## src/rtl/boolean_sweep_ctrl_pkg.sv

```systemverilog
// Shared definitions for the Boolean sweep controller: 2-bit state encodings
// and the default settle time and expected truth table (3-input majority).
package boolean_sweep_ctrl_pkg;

  typedef enum logic [1:0] {
    ST_IDLE    = 2'd0,
    ST_SETTLE  = 2'd1,
    ST_CAPTURE = 2'd2,
    ST_DONE    = 2'd3
  } sweep_state_e;

  localparam int unsigned DEFAULT_SETTLE_CYCLES = 2;
  localparam logic [7:0]  DEFAULT_EXPECTED      = 8'hE8;
  localparam int unsigned TIMER_W               = 4;
  localparam logic [2:0]  LAST_VEC              = 3'd7;

endpackage

```

## src/rtl/settle_timer.sv

```systemverilog
// 4-bit down-counter: load sets the count, enable decrements toward zero,
// expired is high while the count is zero.
module settle_timer
  import boolean_sweep_ctrl_pkg::*;
(
  input  logic               clk,
  input  logic               reset,
  input  logic               load,
  input  logic [TIMER_W-1:0] load_value,
  input  logic               enable,
  output logic               expired
);

  logic [TIMER_W-1:0] count;

  always_ff @(posedge clk) begin
    if (reset) begin
      count <= '0;
    end else if (load) begin
      count <= load_value;
    end else if (enable && (count != '0)) begin
      count <= count - 1'b1;
    end
  end

  assign expired = (count == '0);

endmodule

```

## src/rtl/boolean_sweep_ctrl.sv

```systemverilog
// Steps an external 3-input function unit through all 8 input vectors,
// samples F after a settle time and checks it against an expected truth table.
module boolean_sweep_ctrl
  import boolean_sweep_ctrl_pkg::*;
#(
  parameter int unsigned SETTLE_CYCLES = DEFAULT_SETTLE_CYCLES,
  parameter logic [7:0]  EXPECTED      = DEFAULT_EXPECTED
) (
  input  logic         clk,
  input  logic         reset,
  input  logic         start,
  input  logic         f_in,
  output logic         a_out,
  output logic         b_out,
  output logic         c_out,
  output logic         busy,
  output logic         done,
  output logic         pass,
  output logic [3:0]   fail_count,
  output logic [2:0]   first_fail_vec,
  output logic [7:0]   captured,
  output sweep_state_e state_dbg
);

  // Loaded on SETTLE entry so the timer hits zero in the last SETTLE cycle.
  localparam logic [TIMER_W-1:0] TIMER_LOAD = TIMER_W'(SETTLE_CYCLES - 1);

  sweep_state_e state, state_d;
  logic [2:0]   idx, idx_d;
  logic         busy_d, done_d, pass_d;
  logic [3:0]   fail_count_d;
  logic [2:0]   first_fail_d;
  logic [7:0]   captured_d;
  logic         timer_load, timer_expired, mismatch;

  settle_timer u_settle_timer (
    .clk        (clk),
    .reset      (reset),
    .load       (timer_load),
    .load_value (TIMER_LOAD),
    .enable     (state == ST_SETTLE),
    .expired    (timer_expired)
  );

  always_ff @(posedge clk) begin
    if (reset) begin
      state          <= ST_IDLE;
      idx            <= '0;
      busy           <= 1'b0;
      done           <= 1'b0;
      pass           <= 1'b0;
      fail_count     <= '0;
      first_fail_vec <= '0;
      captured       <= '0;
    end else begin
      state          <= state_d;
      idx            <= idx_d;
      busy           <= busy_d;
      done           <= done_d;
      pass           <= pass_d;
      fail_count     <= fail_count_d;
      first_fail_vec <= first_fail_d;
      captured       <= captured_d;
    end
  end

  always_comb begin
    state_d      = state;
    idx_d        = idx;
    busy_d       = busy;
    done_d       = 1'b0;
    pass_d       = pass;
    fail_count_d = fail_count;
    first_fail_d = first_fail_vec;
    captured_d   = captured;
    timer_load   = 1'b0;
    mismatch     = 1'b0;
    unique case (state)
      ST_IDLE: begin
        if (start) begin
          state_d      = ST_SETTLE;
          idx_d        = '0;
          busy_d       = 1'b1;
          pass_d       = 1'b0;
          fail_count_d = '0;
          first_fail_d = '0;
          captured_d   = '0;
          timer_load   = 1'b1;
        end
      end
      ST_SETTLE: begin
        if (timer_expired) state_d = ST_CAPTURE;
      end
      ST_CAPTURE: begin
        mismatch        = (f_in != EXPECTED[idx]);
        captured_d[idx] = f_in;
        if (mismatch) begin
          fail_count_d = fail_count + 4'd1;
          if (fail_count == '0) first_fail_d = idx;
        end
        // pass must include the last vector, so it is taken from the next count.
        if (idx == LAST_VEC) begin
          state_d = ST_DONE;
          busy_d  = 1'b0;
          done_d  = 1'b1;
          pass_d  = (fail_count_d == '0);
        end else begin
          state_d    = ST_SETTLE;
          idx_d      = idx + 3'd1;
          timer_load = 1'b1;
        end
      end
      ST_DONE: begin
        state_d = ST_IDLE;
      end
      default: state_d = ST_IDLE;
    endcase
  end

  assign a_out     = idx[2];
  assign b_out     = idx[1];
  assign c_out     = idx[0];
  assign state_dbg = state;

endmodule
```

## config.mk

```make
export PLATFORM = sky130hd
export DESIGN_NAME = boolean_sweep_ctrl
export DESIGN_NICKNAME = d
export VERILOG_FILES = /design/src/rtl/boolean_sweep_ctrl_pkg.sv /design/src/rtl/settle_timer.sv /design/src/rtl/boolean_sweep_ctrl.sv
export SDC_FILE = /design/constraint.sdc
export NUM_CORES = 1
export LEC_CHECK = 0
export BUFFER_PORTS_ARGS = -buffer_cell sky130_fd_sc_hd__clkbuf_2
export CORE_AREA = 2 2 57 59
export CTS_CLUSTER_DIAMETER = 30
export DETAILED_ROUTE_END_ITERATION = 16
export DIE_AREA = 0 0 59 61
export PLACE_DENSITY = 0.75
export SETUP_SLACK_MARGIN = 0.1
export SYNTH_ARGS = -nofsm -noshare
export SYNTH_HDL_FRONTEND = slang
export SYNTH_SLANG_ARGS = --single-unit
```

## constraint.sdc

```tcl
create_clock -name clk -period 3.5 [get_ports clk]
set_input_delay 0.7 -clock clk [delete_from_list [all_inputs] [get_ports clk]]
set_output_delay 0.7 -clock clk [all_outputs]
set_load 0.01 [all_outputs]
```

==> results.py, run 1 <==
metrics = {
    "run_status": {
        "outcome": "finished clean",
    },
    "finish": {
        "seqCellArea_um2": 561,
        "final_cell_mix": "dfxtp_1 (28), clkbuf_2 (26), a21oi_1 (22)",
        "n_antenna_cell": 0,
        "area_growth_pct": 6.67,
        "layout.nets": 208,
        "drive_gt1_frac": 0.198,
        "fillerInstances": 280,
        "mostFrequentLayoutCell": "dfxtp_1",
        "multi_input_area_um2": 852,
    },
    "sta": {
        "slew_viol_final": 0,
        "rsz0062_at_grt": "false",
        "maxSlewHeadroom": 0.606,
        "setup_viol": 0,
        "final_hold_viol_count": 0,
        "worst_slack_ns": 1.34,
        "timing.fmax_ghz": 0.464,
        "tns_ns": 0,
        "finalCritPeriodShare": 0.616,
        "worst_slew_pin_slew_ns": 0.591,
        "layout_min_cycle_time_ns": 2.16,
        "fin_skew_ns": 0.00562,
    },
    "synth": {
        "synth_xor_area_frac": 0.0277,
        "yosys_warnings": 0,
        "avgSynthCellArea_um2": 8.50,
        "synthDistinctLibCells": 53,
        "synthCells": 181,
        "synthArstFlopShare": 0,
        "synth-compound-area-share": 0.226,
        "yosys.area_share.adder": 0.0407,
        "synthMuxAreaShare": 0.0212,
        "synth_nets": 190,
        "syn-cell-area_um2": 1540,
        "synth-simple-area-share": 0.238,
        "ys_seq_area_frac": 0.365,
        "synth_edf_count": 0,
        "synth_top_family_by_area": "simple AND/OR/NAND/NOR gates",
        "ys_ff_latch": 28,
        "synth-main-ff-cell": "dfxtp_1",
    },
    "cts": {
        "cts_buffer_depth": 2,
        "cts_htree_levels": 1,
        "cts.sinks": 28,
        "numCtsBuffers": 3,
        "post_cts_buffers": 0,
        "cts_tree": "yes",
        "cts_resized": 0,
        "cts_hold_buf": 0,
        "clk_latency_ns": 0.32,
        "clk_pin_slew_ns": 0.14,
        "cts_root_buf": "clkbuf_4",
    },
    "global_routing": {
        "grt.total_usage": 0.202,
        "antenna_found_initial": 0,
        "grt_pass1_wl_um": 5640,
        "grt-ovfl-total": 0,
        "grt_pass1_vias": 1281,
        "grt_max_degree": 30,
    },
    "worst_hold_path": {
        "hold_class": "register to register",
        "hp-start": "busy",
    },
    "worst_setup_path": {
        "timing.rr.start": "idx[0]",
        "cp.arrival_ns": 2.44,
        "critPathCaptureType": "register",
        "critPathMaxFanout": 17,
        "critPathLaunchType": "register",
        "cp.required_ns": 3.78,
        "critical_path_class": "register to register",
        "crit_start": "idx[0]",
    },
    "drt": {
        "wl_um": 3280,
        "wl_per_cell_um": 14.2,
        "dr_wl_met2_um": 1560,
        "postRouteAntennaNets": 0,
        "vias": 1377,
        "drt-met1-wl_um": 1540,
        "vias_per_cell": 5.99,
        "dr.pass1.iters": 4,
        "post-route-drc-count": 0,
        "dr_wl_met3_um": 149,
        "highest_layer": "met4",
        "dr.first_iter.drc_count": 88,
    },
    "power": {
        "p_leak_nw": 0.621,
        "ir_drop_uv": 133,
        "power_uw": 579,
        "p_per_area_nw_per_um2": 353,
    },
    "placed_design": {
        "dp_slack_ns": 1.38,
        "port_buffers": 26,
        "dp_hpwl_um": 2360,
        "gp_congestion": 0.809,
    },
    "flow_run": {
        "drv_cap": 0,
    },
    "die": {
        "initial_core_util": 0.521,
        "die_h_um": 61,
        "core-area_um2": 2950,
        "core.rowCount": 20,
        "die_x_um": 59,
        "io_pins": 27,
        "dieArea_um2": 3600,
    },
}
cell type report:
cell class | instances | share of cell area
timing repair buffer | 26 | 0.0793
clock buffer | 3 | 0.0137
tap | 33 | 0.0252
multi-input combinational | 131 | 0.519
sequential | 28 | 0.342
inverter | 9 | 0.0206
flip-flops by register name (all words and copies together) (netlist names), named ones only:
| name | flops |
|---|---|
| captured | 8 |
| fail_count | 4 |
| idx | 3 |
| state_dbg | 2 |
| first_fail_vec | 3 |
| pass | 1 |
| u_settle_timer.count | 4 |
| done | 1 |
| busy | 1 |
cells by family (layout without fill, tap and decap cells):
group | count (synthesis) | in the layout
buffers and inverters | 22 | 38
AND/OR/NAND/NOR | 68 | 68
flip-flops | 28 | 28
adder cells (fa/ha/maj) | 5 | 5
AO/OA/AOI/OAI | 51 | 51
multiplexers | 3 | 3
XOR/XNOR | 4 | 4
worst max-delay path, stage by stage (launching register included):
cell and delay (ns):
dfxtp_1 0.69, ha_1 0.26, ha_1 0.34, and2_1 0.18, o21ai_0 0.11, a2111oi_0 0.40, a211o_1 0.14
report_power, final:
group          internal (mW)  switching, mW  leakage [nW]
Sequential             0.329         0.0210         0.227
Combinational         0.0387         0.0609         0.380
Clock                 0.0403         0.0893        0.0138
metrics by stage:
stage / instances / area, um^2 / util / hold WS [ns]
floorplan: 181 / 1540 / - / 0.481
global placement: 227 / 1620 / 0.548 / 0.451
detailed placement: 227 / 1620 / 0.548 / 0.449
CTS: 230 / 1640 / 0.556 / 0.468
global route: 230 / 1640 / 0.556 / 0.482
finish: 230 / 1640 / 0.556 / 0.470
Yosys cell counts (3+ instances only):
| master | number | share of area |
|---|---|---|
| a21oi_1 | 22 | 0.072 |
| buf_6 | 3 | 0.022 |
| clkbuf_1 | 5 | 0.012 |
| dfxtp_1 | 28 | 0.36 |
| ha_1 | 5 | 0.041 |
| inv_1 | 9 | 0.022 |
| nand2_1 | 11 | 0.027 |
| nand2b_1 | 3 | 0.012 |
| nand3_1 | 7 | 0.023 |
| nand3b_1 | 3 | 0.015 |
| nand4_1 | 4 | 0.016 |
| nor2_1 | 16 | 0.039 |
| nor2b_1 | 4 | 0.016 |
| nor3_1 | 5 | 0.016 |
| o211ai_1 | 4 | 0.020 |
| o21ai_0 | 5 | 0.016 |
| o311ai_0 | 3 | 0.017 |
| or2_0 | 3 | 0.012 |
metal layers:
metal,vias up,GRT usage
li1,688,-
met1,642,0.277
met2,42,0.340
met3,5,0.0256
met4,0,0.0487
met5,-,0
worst paths after layout:
kind                                  to  slack [ns]  depth (start not counted)
worst max-delay path            register        1.34                          6
worst min-delay path                busy        0.47                          2
worst max register to register  register        1.34                          6
worst min register to register      busy        0.47                          2
Note: power is estimated with default switching activity, not from simulation.
==> inputs of run 2 (changes only) <==
- CORE_AREA: 2 2 57 59 -> 2 2 60 62
- DIE_AREA: 0 0 59 61 -> 0 0 62 64
- PLACE_DENSITY: 0.75 -> 0.71
- clock period: 3.5 -> 1.9 ns (I/O delays scaled with it)
==> run 2 against run 1 <==
Die area grew 10%. Sequential power grew 79%. Utilization shrank 1.8 points. Count of clock-buffer cells in the layout grew 1. Largest power group unchanged. Via count grew 1.4%. First-iteration DRC count grew 20%. Largest cell class unchanged. Sequential cell count is the same.
==> results.py, run 2 (synthesized netlist as in run 1, its figures left out) <==
metrics = {
    "finish": {
        "layout.nets": 219,
        "area_growth_pct": 14.9,
        "top_register": "captured",
        "final_cell_mix": "dfxtp_1 (28), clkbuf_2 (26), a21oi_1 (22)",
        "largest_reg_flops": 8,
        "top_regs": "captured (8), fail_count (4), u_settle_timer.count (4)",
        "drive_gt1_frac": 0.249,
        "mostFrequentLayoutCell": "dfxtp_1",
        "n_antenna_cell": 0,
        "fillerInstances": 318,
        "stdcell_count": 255,
    },
    "worst_setup_path": {
        "path_depth": 6,
        "cp.arrival_ns": 2.00,
        "critPathBufInv": 0,
        "cpPeakStageDelay_ns": 0.35,
        "critPathCaptureType": "register",
        "cp.required_ns": 2.14,
        "reg2reg_depth": 6,
        "critical_path.most_common_cell": "ha_1",
        "critPathLaunchType": "register",
        "slowest_stage": "or3b_1",
        "critical_path_class": "register to register",
        "critPathMaxFanout": 4,
        "path_cells": "ha_1 -> ha_1 -> or3b_1 -> a21oi_1 -> a2111oi_2 -> a211o_1",
        "cp_top_family": "compound AO/OA/AOI/OAI gates",
    },
    "cts": {
        "post_cts_buffers": 0,
        "cts.sinks": 28,
        "numCtsBuffers": 3,
        "clk_pin_slew_ns": 0.14,
        "cts_resized": 0,
        "cts_htree_levels": 1,
        "cts_root_buf": "clkbuf_4",
        "cts_hold_buf": 0,
        "cts_tree": "yes",
        "cts_buffer_depth": 2,
        "clk_latency_ns": 0.33,
    },
    "drt": {
        "vias": 1396,
        "post-route-drc-count": 0,
        "wl_um": 3340,
        "vias_per_cell": 5.47,
        "wl_per_cell_um": 13.1,
        "dr.pass1.iters": 4,
        "dr.first_iter.drc_count": 106,
        "postRouteAntennaNets": 0,
    },
    "power": {
        "p_per_area_nw_per_um2": 652,
        "p_int_uw": 818,
        "switching_share": 0.290,
        "power_frac_seq": 0.544,
        "p_leak_nw": 0.687,
        "ir_drop_uv": 374,
        "p_clk_frac": 0.252,
        "p_comb_frac": 0.203,
        "p_sw_uw": 334,
    },
    "die": {
        "core-area_um2": 3280,
        "die_x_um": 62,
        "die_h_um": 64,
        "dieArea_um2": 3970,
        "core.rowCount": 21,
        "io_pins": 27,
        "initial_core_util": 0.468,
    },
    "sta": {
        "finalCritPeriodShare": 0.927,
        "layout_min_cycle_time_ns": 1.76,
        "rsz0062_at_grt": "true",
        "timing.fmax_ghz": 0.568,
        "fin_skew_ns": 0.00336,
        "maxSlewHeadroom": 0.715,
        "final_hold_viol_count": 0,
        "setup_viol": 0,
        "tns_ns": 0,
        "slew_viol_final": 0,
        "worst_slew_pin_slew_ns": 0.427,
    },
    "placed_design": {
        "dp.cells": 251,
        "port_buffers": 26,
        "gp_congestion": 0.844,
        "dp_hpwl_um": 2440,
    },
    "global_routing": {
        "grt_max_degree": 20,
        "grt_pass1_wl_um": 5480,
        "antenna_found_initial": 0,
        "grt.total_usage": 0.178,
        "grt_pass1_vias": 1196,
        "grt-ovfl-total": 0,
    },
    "worst_hold_path": {
        "hold_class": "primary input to register",
        "hold_depth": 4,
    },
    "run_status": {
        "outcome": "finished clean",
    },
    "flow_run": {
        "drv_cap": 0,
    },
}
run 2: worst register-to-register path: stages (launching register included):
cell and delay, ns:
dfxtp_1 0.34, ha_1 0.19, ha_1 0.21, or3b_1 0.35, a21oi_1 0.26, a2111oi_2 0.08, a211o_1 0.24
run 2: per-stage QoR:
stage	hold WS, ns	util	power [mW]	setup WS [ns]	area, um^2
finish	0.469	0.538	1.15	0.138	1770
global route	0.479	0.538	1.21	0.0539	1770
CTS	0.448	0.534	1.16	0.192	1750
detailed placement	0.458	0.523	0.865	0.224	1720
global placement	0.449	0.523	0.863	0.230	1720
floorplan	0.481	-	0.804	0.108	1540
run 2: final cells by class:
type / count / area (um^2) / area share
Multi-Input combinational cell: 131 / 866 / 0.490
Tap cell: 46 / 57.6 / 0.0326
Sequential cell: 28 / 561 / 0.317
Timing Repair Buffer: 37 / 213 / 0.120
Inverter: 9 / 33.8 / 0.0191
Clock buffer: 4 / 36.3 / 0.0205
run 2: layer usage:
| layer | part of all wire | GRT usage |
|---|---|---|
| met5 | 0 | 0 |
| met3 | 0.042 | 0.0445 |
| met2 | 0.47 | 0.267 |
| met4 | 0.0042 | 0.0319 |
| met1 | 0.48 | 0.259 |
run 2: path summary, 6_finish.rpt:
kind	startpoint	endpoint	slack, ns
worst max-delay path	idx[1]	register	0.14
worst min-delay path	f_in	captured[7]	0.47
worst max register to register	idx[1]	register	0.14
worst min register to register	busy	busy	0.47
run 2: power groups by stage:
stage | clock network [mW] | logic (mW) | registers [mW]
floorplan | 0 | 0.163 | 0.641
global placement | 0 | 0.223 | 0.640
detailed placement | 0 | 0.225 | 0.640
CTS | 0.306 | 0.226 | 0.627
global route | 0.321 | 0.257 | 0.631
finish | 0.291 | 0.234 | 0.627
